## config.mk

```make
export PLATFORM = sky130hd
export DESIGN_NAME = multi_edge_detector_flat
export DESIGN_NICKNAME = d
export VERILOG_FILES = /design/src/rtl/multi_edge_detector_pkg.sv /design/src/rtl/multi_edge_detector_if.sv /design/src/rtl/multi_edge_detector_chan.sv /design/src/rtl/multi_edge_detector.sv /design/src/flat_wrapper.sv
export SDC_FILE = /design/constraint.sdc
export NUM_CORES = 1
export LEC_CHECK = 0
export CORE_MARGIN = 3
export CORE_UTILIZATION = 37
export CTS_BUF_LIST = sky130_fd_sc_hd__clkbuf_2 sky130_fd_sc_hd__clkbuf_4 sky130_fd_sc_hd__clkbuf_8
export DETAILED_ROUTE_END_ITERATION = 7
export PLACE_DENSITY = 0.81
export SLEW_MARGIN = 5
export SYNTH_ARGS = -nofsm -noshare
export SYNTH_HDL_FRONTEND = slang
export SYNTH_HIERARCHICAL = 1
export SYNTH_SLANG_ARGS = --single-unit
```

## constraint.sdc

```tcl
create_clock -name clk -period 1.7 [get_ports clk]
set_input_delay 0.17 -clock clk [delete_from_list [all_inputs] [get_ports clk]]
set_output_delay 0.17 -clock clk [all_outputs]
set_load 0.005 [all_outputs]
```

## src/rtl/multi_edge_detector_pkg.sv

```systemverilog
// multi_edge_detector_pkg
//   Shared definitions for the multi-channel edge detector.
//   MAX_CHANNELS     : upper bound on the CHANNELS parameter.
//   DEFAULT_FILTER_W : default width of the glitch-filter counter.
//   edge_kind_t      : per-channel accepted-edge classification.
package multi_edge_detector_pkg;

  localparam int unsigned MAX_CHANNELS     = 32;
  localparam int unsigned DEFAULT_FILTER_W = 4;

  typedef enum logic [1:0] {
    EDGE_NONE,
    EDGE_RISE,
    EDGE_FALL
  } edge_kind_t;

endpackage

```

## src/rtl/multi_edge_detector_if.sv

```systemverilog
// multi_edge_detector_if
//   Groups the detector's data/control inputs and event outputs.
//   din, rise_en, fall_en, clr, irq_mask, filt_thresh : driven by master
//   level, pulse, status, irq                         : driven by slave (detector)
//   modport master : the controlling side (e.g. bench or system glue)
//   modport slave  : the multi_edge_detector itself
interface multi_edge_detector_if
  import multi_edge_detector_pkg::*;
#(
  parameter int unsigned CHANNELS = 8,
  parameter int unsigned FILTER_W = DEFAULT_FILTER_W
);

  logic [CHANNELS-1:0] din;
  logic [CHANNELS-1:0] rise_en;
  logic [CHANNELS-1:0] fall_en;
  logic [FILTER_W-1:0] filt_thresh;
  logic [CHANNELS-1:0] clr;
  logic [CHANNELS-1:0] irq_mask;
  logic [CHANNELS-1:0] level;
  logic [CHANNELS-1:0] pulse;
  logic [CHANNELS-1:0] status;
  logic                irq;

  modport master (
    output din, rise_en, fall_en, filt_thresh, clr, irq_mask,
    input  level, pulse, status, irq
  );

  modport slave (
    input  din, rise_en, fall_en, filt_thresh, clr, irq_mask,
    output level, pulse, status, irq
  );

endinterface

```

## src/rtl/multi_edge_detector_chan.sv

```systemverilog
// edge_filter_chan
//   One channel: glitch filter counter, accepted level and edge classification.
//   Build option: MULTI_EDGE_DETECTOR_FILTER_EN builds the counter; without it
//   the accepted level follows din every cycle and filt_thresh is ignored.
//   clk, resetn (sync, active-low)
//   din         : input level, synchronous to clk
//   filt_thresh : stable cycles required beyond the first differing sample
//   level       : accepted (filtered) level
//   kind        : edge accepted on the coming clock edge (combinational)
module edge_filter_chan
  import multi_edge_detector_pkg::*;
#(
  parameter int unsigned FILTER_W = DEFAULT_FILTER_W
) (
  input  logic                clk,
  input  logic                resetn,
  input  logic                din,
  input  logic [FILTER_W-1:0] filt_thresh,
  output logic                level,
  output edge_kind_t          kind
);

  logic level_q;
  logic accept;

`ifdef MULTI_EDGE_DETECTOR_FILTER_EN
  logic [FILTER_W-1:0] cnt_q;

  // cnt_q holds the number of earlier consecutive differing samples, so the
  // current differing sample is accepted once that count meets the threshold.
  always_comb begin
    accept = (din != level_q) && (cnt_q >= filt_thresh);
  end

  always_ff @(posedge clk) begin
    if (!resetn) begin
      level_q <= 1'b0;
      cnt_q   <= '0;
    end else if (din == level_q) begin
      cnt_q   <= '0;
    end else if (accept) begin
      level_q <= din;
      cnt_q   <= '0;
    end else begin
      cnt_q   <= cnt_q + FILTER_W'(1);
    end
  end
`else
  logic unused_thresh;

  always_comb begin
    unused_thresh = ^filt_thresh;
    accept        = (din != level_q);
  end

  always_ff @(posedge clk) begin
    if (!resetn) begin
      level_q <= 1'b0;
    end else begin
      level_q <= din;
    end
  end
`endif

  always_comb begin
    kind = EDGE_NONE;
    if (accept) begin
      kind = din ? EDGE_RISE : EDGE_FALL;
    end
  end

  assign level = level_q;

endmodule

```

## src/rtl/multi_edge_detector.sv

```systemverilog
// multi_edge_detector
//   Multi-channel edge detector with optional glitch filter, per-channel
//   rise/fall selection, registered one-cycle pulses, sticky status with
//   clear, and a masked, registered aggregate interrupt.
//   Build option: MULTI_EDGE_DETECTOR_FILTER_EN enables the glitch filter.
//   clk    : clock
//   resetn : synchronous, active-low reset
//   bus    : multi_edge_detector_if.slave (din, rise_en, fall_en, filt_thresh,
//            clr, irq_mask in; level, pulse, status, irq out)
module multi_edge_detector
  import multi_edge_detector_pkg::*;
#(
  parameter int unsigned CHANNELS = 8,
  parameter int unsigned FILTER_W = DEFAULT_FILTER_W
) (
  input  logic clk,
  input  logic resetn,
  multi_edge_detector_if.slave bus
);

  edge_kind_t          kind [CHANNELS];
  logic [CHANNELS-1:0] level_vec;
  logic [CHANNELS-1:0] pulse_next;
  logic [CHANNELS-1:0] status_next;
  logic [CHANNELS-1:0] pulse_q;
  logic [CHANNELS-1:0] status_q;
  logic                irq_q;

  for (genvar i = 0; i < CHANNELS; i++) begin : g_chan
    edge_filter_chan #(
      .FILTER_W (FILTER_W)
    ) u_chan (
      .clk         (clk),
      .resetn      (resetn),
      .din         (bus.din[i]),
      .filt_thresh (bus.filt_thresh),
      .level       (level_vec[i]),
      .kind        (kind[i])
    );
  end

  always_comb begin
    pulse_next = '0;
    for (int unsigned i = 0; i < CHANNELS; i++) begin
      pulse_next[i] = ((kind[i] == EDGE_RISE) && bus.rise_en[i]) ||
                      ((kind[i] == EDGE_FALL) && bus.fall_en[i]);
    end
  end

  // Set wins over clear when both occur in the same cycle.
  always_comb begin
    status_next = (status_q & ~bus.clr) | pulse_next;
  end

  always_ff @(posedge clk) begin
    if (!resetn) begin
      pulse_q  <= '0;
      status_q <= '0;
      irq_q    <= 1'b0;
    end else begin
      pulse_q  <= pulse_next;
      status_q <= status_next;
      irq_q    <= |(status_next & bus.irq_mask);
    end
  end

  assign bus.level  = level_vec;
  assign bus.pulse  = pulse_q;
  assign bus.status = status_q;
  assign bus.irq    = irq_q;

endmodule

```

## src/flat_wrapper.sv

```systemverilog
// flat-port wrapper written by rule: the top's interface ports become plain ports
module multi_edge_detector_flat import multi_edge_detector_pkg::*;
#(
  parameter int unsigned CHANNELS = 8,
  parameter int unsigned FILTER_W = DEFAULT_FILTER_W
)
  (clk, resetn, bus_din, bus_rise_en, bus_fall_en, bus_filt_thresh, bus_clr, bus_irq_mask, bus_level, bus_pulse, bus_status, bus_irq);
  multi_edge_detector_if #(.CHANNELS(CHANNELS), .FILTER_W(FILTER_W)) bus_i ();
  input  logic clk;
  input  logic resetn;
  input wire logic [$bits(bus_i.din)-1:0] bus_din;
  input wire logic [$bits(bus_i.rise_en)-1:0] bus_rise_en;
  input wire logic [$bits(bus_i.fall_en)-1:0] bus_fall_en;
  input wire logic [$bits(bus_i.filt_thresh)-1:0] bus_filt_thresh;
  input wire logic [$bits(bus_i.clr)-1:0] bus_clr;
  input wire logic [$bits(bus_i.irq_mask)-1:0] bus_irq_mask;
  output wire logic [$bits(bus_i.level)-1:0] bus_level;
  output wire logic [$bits(bus_i.pulse)-1:0] bus_pulse;
  output wire logic [$bits(bus_i.status)-1:0] bus_status;
  output wire logic [$bits(bus_i.irq)-1:0] bus_irq;
  assign bus_i.din = bus_din;
  assign bus_i.rise_en = bus_rise_en;
  assign bus_i.fall_en = bus_fall_en;
  assign bus_i.filt_thresh = bus_filt_thresh;
  assign bus_i.clr = bus_clr;
  assign bus_i.irq_mask = bus_irq_mask;
  assign bus_level = bus_i.level;
  assign bus_pulse = bus_i.pulse;
  assign bus_status = bus_i.status;
  assign bus_irq = bus_i.irq;
  multi_edge_detector #(.CHANNELS(CHANNELS), .FILTER_W(FILTER_W)) u_core (.clk(clk), .resetn(resetn), .bus(bus_i));
endmodule
```

==> flow_metrics.env <==
export IMPL_global_route_wire_length_before_repair_um=5030
export IMPL_dr_pass1_iters=4
export IMPL_fin_crit_sh_pct=89.7
export IMPL_relSlewSlack_pct=78.1
export IMPL_worstSetupStartpointType="register"
export IMPL_globalplace_congestion=0.758
export IMPL_sw_share_pct=24.0
export IMPL_rrSetupSlack_ps=170
export IMPL_antennaDiodeCount=0
export IMPL_cts_max_level=1
export IMPL_maximum_number_of_pins_on_one_net_before_global_route_repair=17
export IMPL_drive_above_1_share_pct=4.43
export IMPL_core_box_area_sq_um=2830
export IMPL_run_status="completed"
export IMPL_ctsRootBufferMaster="sky130_fd_sc_hd__clkbuf_4"
export IMPL_mappedNetlistArea_sq_um=1130
export IMPL_final_hold_vio_count=0
export IMPL_die_height_um=61.4
export IMPL_detailedPlacementHpwl_um=2570
export IMPL_synthesis_instances=130
export IMPL_max_slew_worst_pin_slew_ps=326
export IMPL_track_usage_pct=17.9
export IMPL_final_instance_count_excl_fill=234
export IMPL_arrival_ps=1720
export IMPL_drt_antenna_violating_nets=0
export IMPL_post_synth_num_cell_types=16
export IMPL_power_frac_comb_pct=24.1
export IMPL_start_util_pct=40.1
export IMPL_area_delta_synth_final_pct=66.3
export IMPL_detailroute_via_count=1189
export IMPL_grt_antenna_before_repair=0
export IMPL_total_leakage_power_nw=0.723
export IMPL_finalCoreUtilization_pct=66.7
export IMPL_postRouteWirelength_um=3180
export IMPL_max_freq_mhz=656
export IMPL_finalCriticalPeriod_ps=1530
export IMPL_final_tns_setup_ps=0
export IMPL_setup_violations_final=0
export IMPL_clkPwrFrac_pct=23.1
export IMPL_remaining_drc_errors=0
export IMPL_numClockSinks=25
export IMPL_path_clk_slew_ps=130
export IMPL_clockBufferDepth=2
export IMPL_tightest_hold_margin_ps=450
export IMPL_critPathRequiredTime_ps=1900
export IMPL_drt_vias_per_instance=5.08
export IMPL_via_count_of_the_first_global_routing_pass=1211
export IMPL_layout_nets=250
export IMPL_netSwitchingPower_uw=290
export IMPL_cts_buffers=3
export IMPL_crit_path_end_kind="register"
export IMPL_drt_first_iter_violations=47
export IMPL_critical_path_class="register to register"
export IMPL_synth_avg_cell_area_sq_um=8.73
export IMPL_ctsHoldBuffers=0
export IMPL_core_rowCount=19
export IMPL_clock_insertion_delay_worst_skew_ps=310
export IMPL_report_final_slew_viol_count=0
export IMPL_cts_resized=0
export IMPL_fraction_of_the_yosys_area_taken_by_sequential_cells_pct=44.1
export IMPL_maxCapViolCount=0
export IMPL_die_w_um=61.4
export IMPL_floorplan_die_area_sq_um=3770
export IMPL_io_pins=71
export IMPL_postSynthRegisterBits=25
export IMPL_final_power_mw=1.21
export IMPL_yosysWarnings=6
export IMPL_crit_fanout=4
export IMPL_cts_tree="built"
export IMPL_wire_per_inst_um=13.6
export IMPL_numPortBuffers=66
export IMPL_grt_remaining_overflow=0
export IMPL_grt_setup_unrepaired="false"
export IMPL_vdd_ir_drop_max_mv=0.343
export IMPL_dp_cells=230
export IMPL_p_int_uw=920
export IMPL_holdCritPathClass="input port to register"
export IMPL_mappedNetlistNets=176
export IMPL_worst_clock_skew_ps=4.18
export IMPL_seq_power_share_pct=52.8
export IMPL_cts_setup_buffers=0
export IMPL_p_per_area_nw_per_um2=641
## placed cells by master (no fill, tap or decap)
cell,Yosys,layout
sky130_fd_sc_hd__clkbuf_4,0,4
sky130_fd_sc_hd__o21ai_0,7,7
sky130_fd_sc_hd__a2111oi_2,1,1
sky130_fd_sc_hd__nand3b_1,16,16
sky130_fd_sc_hd__a22oi_1,1,1
sky130_fd_sc_hd__o21ai_4,1,1
sky130_fd_sc_hd__a31oi_1,1,1
sky130_fd_sc_hd__buf_4,0,3
sky130_fd_sc_hd__nand2_1,8,8
sky130_fd_sc_hd__inv_1,8,8
sky130_fd_sc_hd__clkinv_1,1,1
sky130_fd_sc_hd__nand4b_1,8,8
sky130_fd_sc_hd__and2_1,16,16
sky130_fd_sc_hd__clkdlybuf4s50_1,0,66
sky130_fd_sc_hd__a21oi_1,9,9
sky130_fd_sc_hd__nor2_1,8,8
sky130_fd_sc_hd__dfxtp_1,25,25
sky130_fd_sc_hd__nand4_1,4,4
sky130_fd_sc_hd__nor2b_1,16,16
## synth_stat cells (all sizes together)
| cell | instances | area [sq um] |
|---|---|---|
| nand4b | 8 | 70.1 |
| clkinv | 1 | 3.75 |
| a31oi | 1 | 6.26 |
| a2111oi | 1 | 15.0 |
| nor2b | 16 | 100 |
| nand2 | 8 | 30.0 |
| o21ai | 8 | 51.3 |
| nor2 | 8 | 30.0 |
| dfxtp | 25 | 500 |
| nand4 | 4 | 25.0 |
| a22oi | 1 | 7.51 |
| inv | 8 | 30.0 |
| and2 | 16 | 100 |
| a21oi | 9 | 45.0 |
| nand3b | 16 | 120 |
## sequential cells by signal (all words and copies together) (netlist names)
signal                      cells
u_core/bus.pulse                8
u_core/bus.status               8
u_core/g_chan.u_chan/level      8
u_core/bus.irq                  1
## layer usage
| metal | wire length (um) | global-route usage (%) | vias to the layer above |
|---|---|---|---|
| met5 | 0 | 0 | - |
| li1 | - | - | 599 |
| met4 | 0 | 6.36 | 0 |
| met2 | 1630 | 32.9 | 45 |
| met3 | 241 | 3.56 | 0 |
| met1 | 1300 | 20.3 | 545 |
## worst paths after layout
path / from / endpoint / cells after the start
hold / removal: bus_din[6] / u_core/g_chan[6].u_chan/level / 2
setup reg to reg: u_core/g_chan[7].u_chan/level / u_core/bus.irq / 5
setup / recovery: u_core/g_chan[7].u_chan/level / u_core/bus.irq / 5
hold reg to reg: u_core/bus.status[7] / u_core/bus.status[7] / 2
## cells by family (layout without fill, tap and decap cells)
logic type      Yosys count  after routing  synth area share [%]
compound gates           20             20                  11.0
buf+inv                   9             82                  2.98
simple gates             76             76                  41.9
flops                    25             25                  44.1
## final cells by class
type | count | area (sq um)
Timing Repair Buffer | 69 | 683
Inverter | 9 | 33.8
Fill cell | 244 | 942
Tap cell | 31 | 38.8
Sequential cell | 25 | 500
Clock buffer | 4 | 30.0
Multi-Input combinational cell | 96 | 601
## metrics by stage
stage,area (sq um),setup WS [ps]
CTS,1890,213
global placement,1860,54.8
floorplan,1130,397
finish,1890,175
detailed placement,1860,-30.4
global route,1890,135
## worst max-delay path: stages (launching register included)
cell	delay [ps]
sky130_fd_sc_hd__dfxtp_1	370
sky130_fd_sc_hd__nor2b_1	300
sky130_fd_sc_hd__nand4b_1	180
sky130_fd_sc_hd__nand4_1	100
sky130_fd_sc_hd__a2111oi_2	340
sky130_fd_sc_hd__a31oi_1	120
## power groups by stage
stage	Clock [mW]	Sequential, mW	Combinational, mW
floorplan	0	0.653	0.0899
global placement	0	0.650	0.284
detailed placement	0	0.651	0.291
CTS	0.292	0.639	0.293
global route	0.316	0.643	0.319
finish	0.280	0.638	0.292
(Power assumes the default switching activity.)
